==> src/rtl/fp8_pkg.sv <==
// E4M3 constants, operand classes and stage bundles shared by the FP8 units.
// Subnormal support in the datapath is selected with FP8_SUBNORM_EN.
package fp8_pkg;

  localparam int         E4M3_BIAS = 7;
  localparam logic [7:0] E4M3_MAX  = 8'h7E;
  localparam logic [7:0] E4M3_NAN  = 8'h7F;

  localparam int FLAG_NAN = 3;
  localparam int FLAG_OVF = 2;
  localparam int FLAG_UNF = 1;
  localparam int FLAG_INX = 0;

  typedef enum logic [1:0] {
    ZERO,
    SUB,
    NORM,
    NAN
  } fp8_cls_e;

  typedef struct packed {
    logic       sign;
    logic [3:0] exp;
    logic [3:0] sig;
    fp8_cls_e   cls;
  } fp8_op_t;

  typedef struct packed {
    logic              sign;
    logic              nan;
    logic              zero;
    logic signed [5:0] exp;
    logic [3:0]        sig_a;
    logic [3:0]        sig_b;
  } s1_t;

  typedef struct packed {
    logic              sign;
    logic              nan;
    logic              zero;
    logic signed [6:0] exp;
    logic [3:0]        man;
    logic              guard;
    logic              sticky;
  } s2_t;

  // Subnormals keep exponent 1 with a zero implicit bit.
  function automatic fp8_op_t fp8_unpack(
    input logic [7:0] x
  );
    fp8_op_t o;
    o.sign = x[7];
    o.exp  = (x[6:3] == 4'd0) ? 4'd1 : x[6:3];
    o.sig  = {|x[6:3], x[2:0]};
    unique case (1'b1)
      x[6:0] == 7'h7F:
        o.cls = NAN;
      x[6:0] == 7'h00:
        o.cls = ZERO;
      (x[6:3] == 4'd0) && (x[2:0] != 3'd0):
        o.cls = SUB;
      default:
        o.cls = NORM;
    endcase
    return o;
  endfunction

endpackage

==> src/rtl/fp8_round_pack.sv <==
// Round-to-nearest-even, overflow/underflow selection and E4M3 packing.
// With FP8_SUBNORM_EN tiny results are denormalized instead of flushed.
module fp8_round_pack
  import fp8_pkg::*;
#(
  parameter bit SATURATE = 1'b1
)(
  input  logic              sign,
  input  logic              nan,
  input  logic              zero,
  input  logic signed [6:0] exp,
  input  logic [3:0]        man,
  input  logic              guard,
  input  logic              sticky,
  output logic [7:0]        res,
  output logic [3:0]        flags
);

  logic signed [6:0] be;
  logic signed [6:0] re;
  logic [4:0]        rman;
  logic [2:0]        rm;
  logic              rnd_up;
  logic              inx;
  logic              tiny;
  logic              ovf;

  always_comb begin
    be     = exp + signed'(7'(E4M3_BIAS));
    rnd_up = guard & (sticky | man[0]);
    rman   = {1'b0, man} + {4'b0000, rnd_up};
    re     = rman[4] ? be + 7'sd1 : be;
    rm     = rman[2:0];
    inx    = guard | sticky;
    tiny   = be < 7'sd1;
    ovf    = (re > 7'sd15) ||
             ((re == 7'sd15) && (rm == 3'b111));
  end

`ifdef FP8_SUBNORM_EN
  logic signed [6:0] sh_s;
  logic [3:0]        sh;
  logic [9:0]        den;
  logic              sub_g;
  logic              sub_st;
  logic              sub_inx;
  logic [3:0]        sub_m;

  // Align to the 2^-6 subnormal scale; the guard bit rides along.
  always_comb begin
    sh_s    = 7'sd1 - be;
    sh      = (sh_s > 7'sd9) ? 4'd9 : sh_s[3:0];
    den     = {man, guard, 5'b00000} >> sh;
    sub_g   = den[5];
    sub_st  = sticky | (|den[4:0]);
    sub_m   = den[9:6] +
              {3'b000, sub_g & (sub_st | den[6])};
    sub_inx = sub_g | sub_st;
  end
`endif

  always_comb begin
    res   = '0;
    flags = '0;
    if (nan) begin
      res             = E4M3_NAN;
      flags[FLAG_NAN] = 1'b1;
    end else if (zero) begin
      res = {sign, 7'd0};
    end else if (tiny) begin
`ifdef FP8_SUBNORM_EN
      res             = {sign, 3'b000, sub_m};
      flags[FLAG_UNF] = sub_inx;
      flags[FLAG_INX] = sub_inx;
`else
      res             = {sign, 7'd0};
      flags[FLAG_UNF] = 1'b1;
      flags[FLAG_INX] = 1'b1;
`endif
    end else if (ovf) begin
      res = SATURATE ? {sign, E4M3_MAX[6:0]}
                     : {sign, E4M3_NAN[6:0]};
      flags[FLAG_OVF] = 1'b1;
      flags[FLAG_INX] = 1'b1;
    end else begin
      res             = {sign, re[3:0], rm};
      flags[FLAG_INX] = inx;
    end
  end

endmodule

==> src/rtl/fp8_mul_pipe.sv <==
// Three-stage E4M3 multiplier with valid/ready on both sides and a tag sideband.
// Define FP8_SUBNORM_EN to use subnormals at true value instead of FTZ.
module fp8_mul_pipe
  import fp8_pkg::*;
#(
  parameter int TAG_W    = 4,
  parameter bit SATURATE = 1'b1
)(
  input  logic             clk,
  input  logic             rst,
  input  logic             in_valid,
  output logic             in_ready,
  input  logic [7:0]       in_a,
  input  logic [7:0]       in_b,
  input  logic [TAG_W-1:0] in_tag,
  output logic             out_valid,
  input  logic             out_ready,
  output logic [7:0]       out_p,
  output logic [TAG_W-1:0] out_tag,
  output logic [3:0]       out_flags
);

  logic             rdy_q;
  logic             s1_valid;
  logic             s2_valid;
  logic             s1_adv;
  logic             s2_adv;
  logic             s3_adv;
  logic             accept;
  s1_t              s1_d;
  s1_t              s1_q;
  s2_t              s2_d;
  s2_t              s2_q;
  logic [TAG_W-1:0] s1_tag;
  logic [TAG_W-1:0] s2_tag;
  fp8_op_t          ua;
  fp8_op_t          ub;
  logic [7:0]       prod;
  logic [7:0]       norm;
  logic signed [6:0] nexp;
  logic [7:0]       res;
  logic [3:0]       flags;

  assign s3_adv   = !out_valid || out_ready;
  assign s2_adv   = !s2_valid || s3_adv;
  assign s1_adv   = !s1_valid || s2_adv;
  assign in_ready = rdy_q && s1_adv;
  assign accept   = in_valid && in_ready;

  always_comb begin
    ua         = fp8_unpack(in_a);
    ub         = fp8_unpack(in_b);
    s1_d       = '0;
    s1_d.sign  = ua.sign ^ ub.sign;
    s1_d.nan   = (ua.cls == NAN) || (ub.cls == NAN);
`ifdef FP8_SUBNORM_EN
    s1_d.zero  = (ua.cls == ZERO) || (ub.cls == ZERO);
`else
    s1_d.zero  = (ua.cls inside {ZERO, SUB}) ||
                 (ub.cls inside {ZERO, SUB});
`endif
    s1_d.exp   = signed'({2'b00, ua.exp} +
                         {2'b00, ub.exp} - 6'd14);
    s1_d.sig_a = ua.sig;
    s1_d.sig_b = ub.sig;
  end

  always_comb begin
    prod = {4'b0000, s1_q.sig_a} * {4'b0000, s1_q.sig_b};
    norm = prod;
    nexp = {s1_q.exp[5], s1_q.exp};
    if (prod[7]) begin
      norm = prod >> 1;
      nexp = nexp + 7'sd1;
    end
`ifdef FP8_SUBNORM_EN
    // Subnormal operands can leave the leading one below bit 6.
    for (int i = 0; i < 6; i++) begin
      if (!norm[6]) begin
        norm = norm << 1;
        nexp = nexp - 7'sd1;
      end
    end
`endif
    s2_d        = '0;
    s2_d.sign   = s1_q.sign;
    s2_d.nan    = s1_q.nan;
    s2_d.zero   = s1_q.zero;
    s2_d.exp    = nexp;
    s2_d.man    = norm[6:3];
    s2_d.guard  = norm[2];
    s2_d.sticky = (|norm[1:0]) | (prod[7] & prod[0]);
  end

  fp8_round_pack #(
    .SATURATE(SATURATE)
  ) u_round_pack (
    .sign  (s2_q.sign),
    .nan   (s2_q.nan),
    .zero  (s2_q.zero),
    .exp   (s2_q.exp),
    .man   (s2_q.man),
    .guard (s2_q.guard),
    .sticky(s2_q.sticky),
    .res   (res),
    .flags (flags)
  );

  always_ff @(posedge clk or posedge rst) begin
    if (rst) begin
      rdy_q    <= 1'b0;
      s1_valid <= 1'b0;
      s1_q     <= '0;
      s1_tag   <= '0;
    end else begin
      rdy_q <= 1'b1;
      if (s1_adv) begin
        s1_valid <= accept;
        if (accept) begin
          s1_q   <= s1_d;
          s1_tag <= in_tag;
        end
      end
    end
  end

  always_ff @(posedge clk or posedge rst) begin
    if (rst) begin
      s2_valid <= 1'b0;
      s2_q     <= '0;
      s2_tag   <= '0;
    end else if (s2_adv) begin
      s2_valid <= s1_valid;
      if (s1_valid) begin
        s2_q   <= s2_d;
        s2_tag <= s1_tag;
      end
    end
  end

  always_ff @(posedge clk or posedge rst) begin
    if (rst) begin
      out_valid <= 1'b0;
      out_p     <= '0;
      out_tag   <= '0;
      out_flags <= '0;
    end else if (s3_adv) begin
      out_valid <= s2_valid;
      if (s2_valid) begin
        out_p     <= res;
        out_tag   <= s2_tag;
        out_flags <= flags;
      end
    end
  end

endmodule

==> config.mk <==
export PLATFORM = sky130hd
export DESIGN_NAME = fp8_mul_pipe
export DESIGN_NICKNAME = d
export VERILOG_FILES = /design/src/rtl/fp8_pkg.sv /design/src/rtl/fp8_round_pack.sv /design/src/rtl/fp8_mul_pipe.sv
export SDC_FILE = /design/constraint.sdc
export NUM_CORES = 1
export LEC_CHECK = 0
export ABC_AREA = 1
export CORE_ASPECT_RATIO = 1.4
export CORE_MARGIN = 2
export CORE_UTILIZATION = 45
export CTS_CLUSTER_DIAMETER = 80
export DETAILED_ROUTE_END_ITERATION = 16
export GPL_TIMING_DRIVEN = 0
export PLACE_DENSITY = 0.75
export SLEW_MARGIN = 5
export SYNTH_ARGS = -nofsm -noshare
export SYNTH_HDL_FRONTEND = slang
export SYNTH_SLANG_ARGS = --single-unit
==> constraint.sdc <==
create_clock -name clk -period 7.36 [get_ports clk]
set_clock_uncertainty 0.15 [all_clocks]
set_input_delay 1.104 -clock clk [delete_from_list [all_inputs] [get_ports clk]]
set_output_delay 1.104 -clock clk [all_outputs]
set_load 0.01 [all_outputs]
==> flow_metrics.env <==
export IMPL_status="completed"
export IMPL_hold_path_class="reg -> reg"
export IMPL_powerDensity_nw_per_um2=312
export IMPL_grt_pass1_wl_mm=14.1
export IMPL_clock_path_buffers=2
export IMPL_ys_ff_latch=61
export IMPL_row_count=39
export IMPL_tns_ns=0
export IMPL_antenna_cells=0
export IMPL_wire_per_inst_microns=12.2
export IMPL_drive_gt1_share_pct=9.16
export IMPL_grtUsageMet1_pct=20.8
export IMPL_synth_net_count=553
export IMPL_drcViolationCount=0
export IMPL_hold_slack_ns=0.323
export IMPL_finalCritPeriodShare_pct=50.5
export IMPL_ir_drop_uv=162
export IMPL_worst_ep_required_time_ns=6.11
export IMPL_hpwlAfterDp_mm=6.19
export IMPL_synthAdderAreaFrac_pct=10.7
export IMPL_power_leakage_nw=2.44
export IMPL_grt_overflow_total=0
export IMPL_cp_end_kind="output pin"
export IMPL_drt_pass1_iterations=4
export IMPL_max_freq_mhz=269
export IMPL_synth_compound_area_share_pct=7.06
export IMPL_rsz0062_at_grt="false"
export IMPL_slew_viol_final=0
export IMPL_setup_viol=0
export IMPL_syn_avg_cell_area_sq_um=7.65
export IMPL_grt_usage_pct=19.7
export IMPL_routabilityCongestion=0.868
export IMPL_grt_max_degree=43
export IMPL_p_total_mw=1.46
export IMPL_timing_hold_violations_final=0
export IMPL_startpoint_type="primary input"
export IMPL_clk_latency_ns=0.33
export IMPL_initial_core_util_pct=46.7
export IMPL_worstPathMaxFanout=3
export IMPL_synth_warnings=0
export IMPL_clk_pin_slew_ns=0.05
export IMPL_numCtsBuffers=9
export IMPL_holdBufCountCts=0
export IMPL_cts_setup_buffers=0
export IMPL_busiest_layer="met2"
export IMPL_clockRootBuffer="clkbuf_16"
export IMPL_die_y_microns=113
export IMPL_netlist_area_sq_um=3830
export IMPL_yosys_area_share_simple_pct=30.2
export IMPL_synth_top_family_by_area="simple AND/OR/NAND/NOR gates"
export IMPL_min_period_ns=3.71
export IMPL_drt_iter0_drc=129
export IMPL_crit_type="in -> out"
export IMPL_ys_types=41
export IMPL_nets=606
export IMPL_die_w_microns=81.9
export IMPL_synth_xor_area_share_pct=2.71
export IMPL_grt_use_met2_pct=36.0
export IMPL_cap_viol_max_count=0
export IMPL_cp_arrival_ns=2.46
export IMPL_ioPinCount=42
export IMPL_grt_pass1_vias=3320
export IMPL_clock_sinks=61
export IMPL_tritoncts="built"
export IMPL_synth_area_mux_share_pct=0
export IMPL_ys_seq_area_share_pct=39.9
export IMPL_num_vias=3261
export IMPL_gr_usage_met3_pct=4.07
export IMPL_antenna_found_initial=0
export IMPL_syn_instance_count=500
export IMPL_core_area_sq_um=8200
export IMPL_die_area_sq_um=9270
export IMPL_ant_nets=0
export IMPL_vias_per_cell=4.95
export IMPL_port_buffer_count=41
export IMPL_cts_max_level=3
export IMPL_totalWireLength_mm=8.05
export IMPL_area_growth_pct=22.1
export IMPL_cts_repair_resized=0
==> registers in the layout (all words and copies together), names as in the netlist <==
register and count:
out_flags 4, s1_valid 1, s2_tag 4, s1_tag 4, out_valid 1, out_p 8
s2_q 16, s2_valid 1, rdy_q 1, out_tag 4, s1_q 17
==> synth_stat cells (all sizes together) <==
cell type    n  share of area (%)
nand2      192                 20
inv         73                7.2
dfrtp       61                 40
nand3       29                4.2
o21ai       27                3.6
nor2        26                2.9
ha          23                7.5
clkbuf      10               0.98
a21oi        6               0.78
fa           6                3.1
nor3         6                1.1
xnor2        6                1.4
buf          5                1.2
nand4        5               0.82
xor2         5                1.3
a31oi        4               0.65
or2          3               0.49
nor4         2               0.33
o21a         2               0.39
o21bai       2               0.59
o22ai        2               0.33
a22o         1               0.23
a41o         1               0.26
clkinv       1              0.098
conb         1              0.098
o31ai        1               0.20
==> worst paths after layout <==
| kind | start | endpoint | slack [ns] | cells past startpoint |
|---|---|---|---|---|
| max | out_ready | in_ready | 3.65 | 8 |
| min | s2_valid | out_valid | 0.32 | 2 |
| max reg2reg | s1_q[3] | s2_q[7] | 4.03 | 12 |
| min reg2reg | s2_valid | out_valid | 0.32 | 2 |
| max in group asynchronous | rst | s1_q[9] | 5.54 | 3 |
| min in group asynchronous | rst | out_flags[2] | 0.95 | 2 |
==> kinds of logic (layout without fill, tap and decap cells) <==
group	count (synthesis)	count (layout)
xor gates and xnor gates	11	11
buffers and inverters	89	146
DFF	61	61
adders and majority gates	29	29
other	1	1
and+or+nand+nor	263	263
AOI/OAI and AO/OA	46	46
==> layout make-up <==
cell class                 instances  area (sq um)
inverter                          74           278
tap                              102           128
sequential                        61          1530
timing repair buffer              42           430
buffer                            15          82.6
fill                             763          3530
multi-input combinational        350          1940
clock buffer                      12           267
clock inverter                     3          20.0
==> where the power goes <==
group	switching [mW]	total, mW	leakage (nW)	internal [mW]
Clock	0.144	0.396	0.137	0.252
Combinational	0.326	0.570	1.55	0.244
Sequential	0.0715	0.492	0.757	0.421
==> through the flow <==
stage               worst slack (ns)  instances  area [sq um]  utilization, %
global placement                3.60        643          4360            53.2
CTS                             3.64        659          4670            57.0
floorplan                       4.37        500          3830               -
finish                          3.65        659          4670            57.0
detailed placement              3.65        644          4380            53.5
global route                    3.54        659          4670            57.0
==> worst max-delay path: stages <==
cell,delay [ns]
clkdlybuf4s50_1,0.45
inv_1,0.03
nand2_1,0.09
nor2_1,0.06
nand2_1,0.07
nand2_1,0.05
inv_1,0.06
clkdlybuf4s50_1,0.53
==> cells in the final DEF (no fill, tap or decap), types with 3 or more instances in the layout <==
master and count:
nand2_1 180, inv_1 67, dfrtp_1 61, clkdlybuf4s50_1 41
nand3_1 26, o21ai_0 24, nor2_1 23, ha_1 23
clkbuf_1 10, clkbuf_16 9, nand2_2 8, a21oi_1 6
xnor2_1 6, inv_2 6, fa_1 6, nand4_1 5
nor3_1 5, a31oi_1 4, xor2_1 4, nand3_2 3
nand2_4 3, clkbuf_8 3
==> metal layers <==
metal / share of wire, % / routed length, microns / vias up
li1: - / - / 1656
met1: 40 / 3190 / 1517
met2: 54 / 4360 / 64
met3: 2.6 / 211 / 24
met4: 3.6 / 292 / 0
met5: 0 / 0 / -
Note: power is estimated with default switching activity, not from simulation.
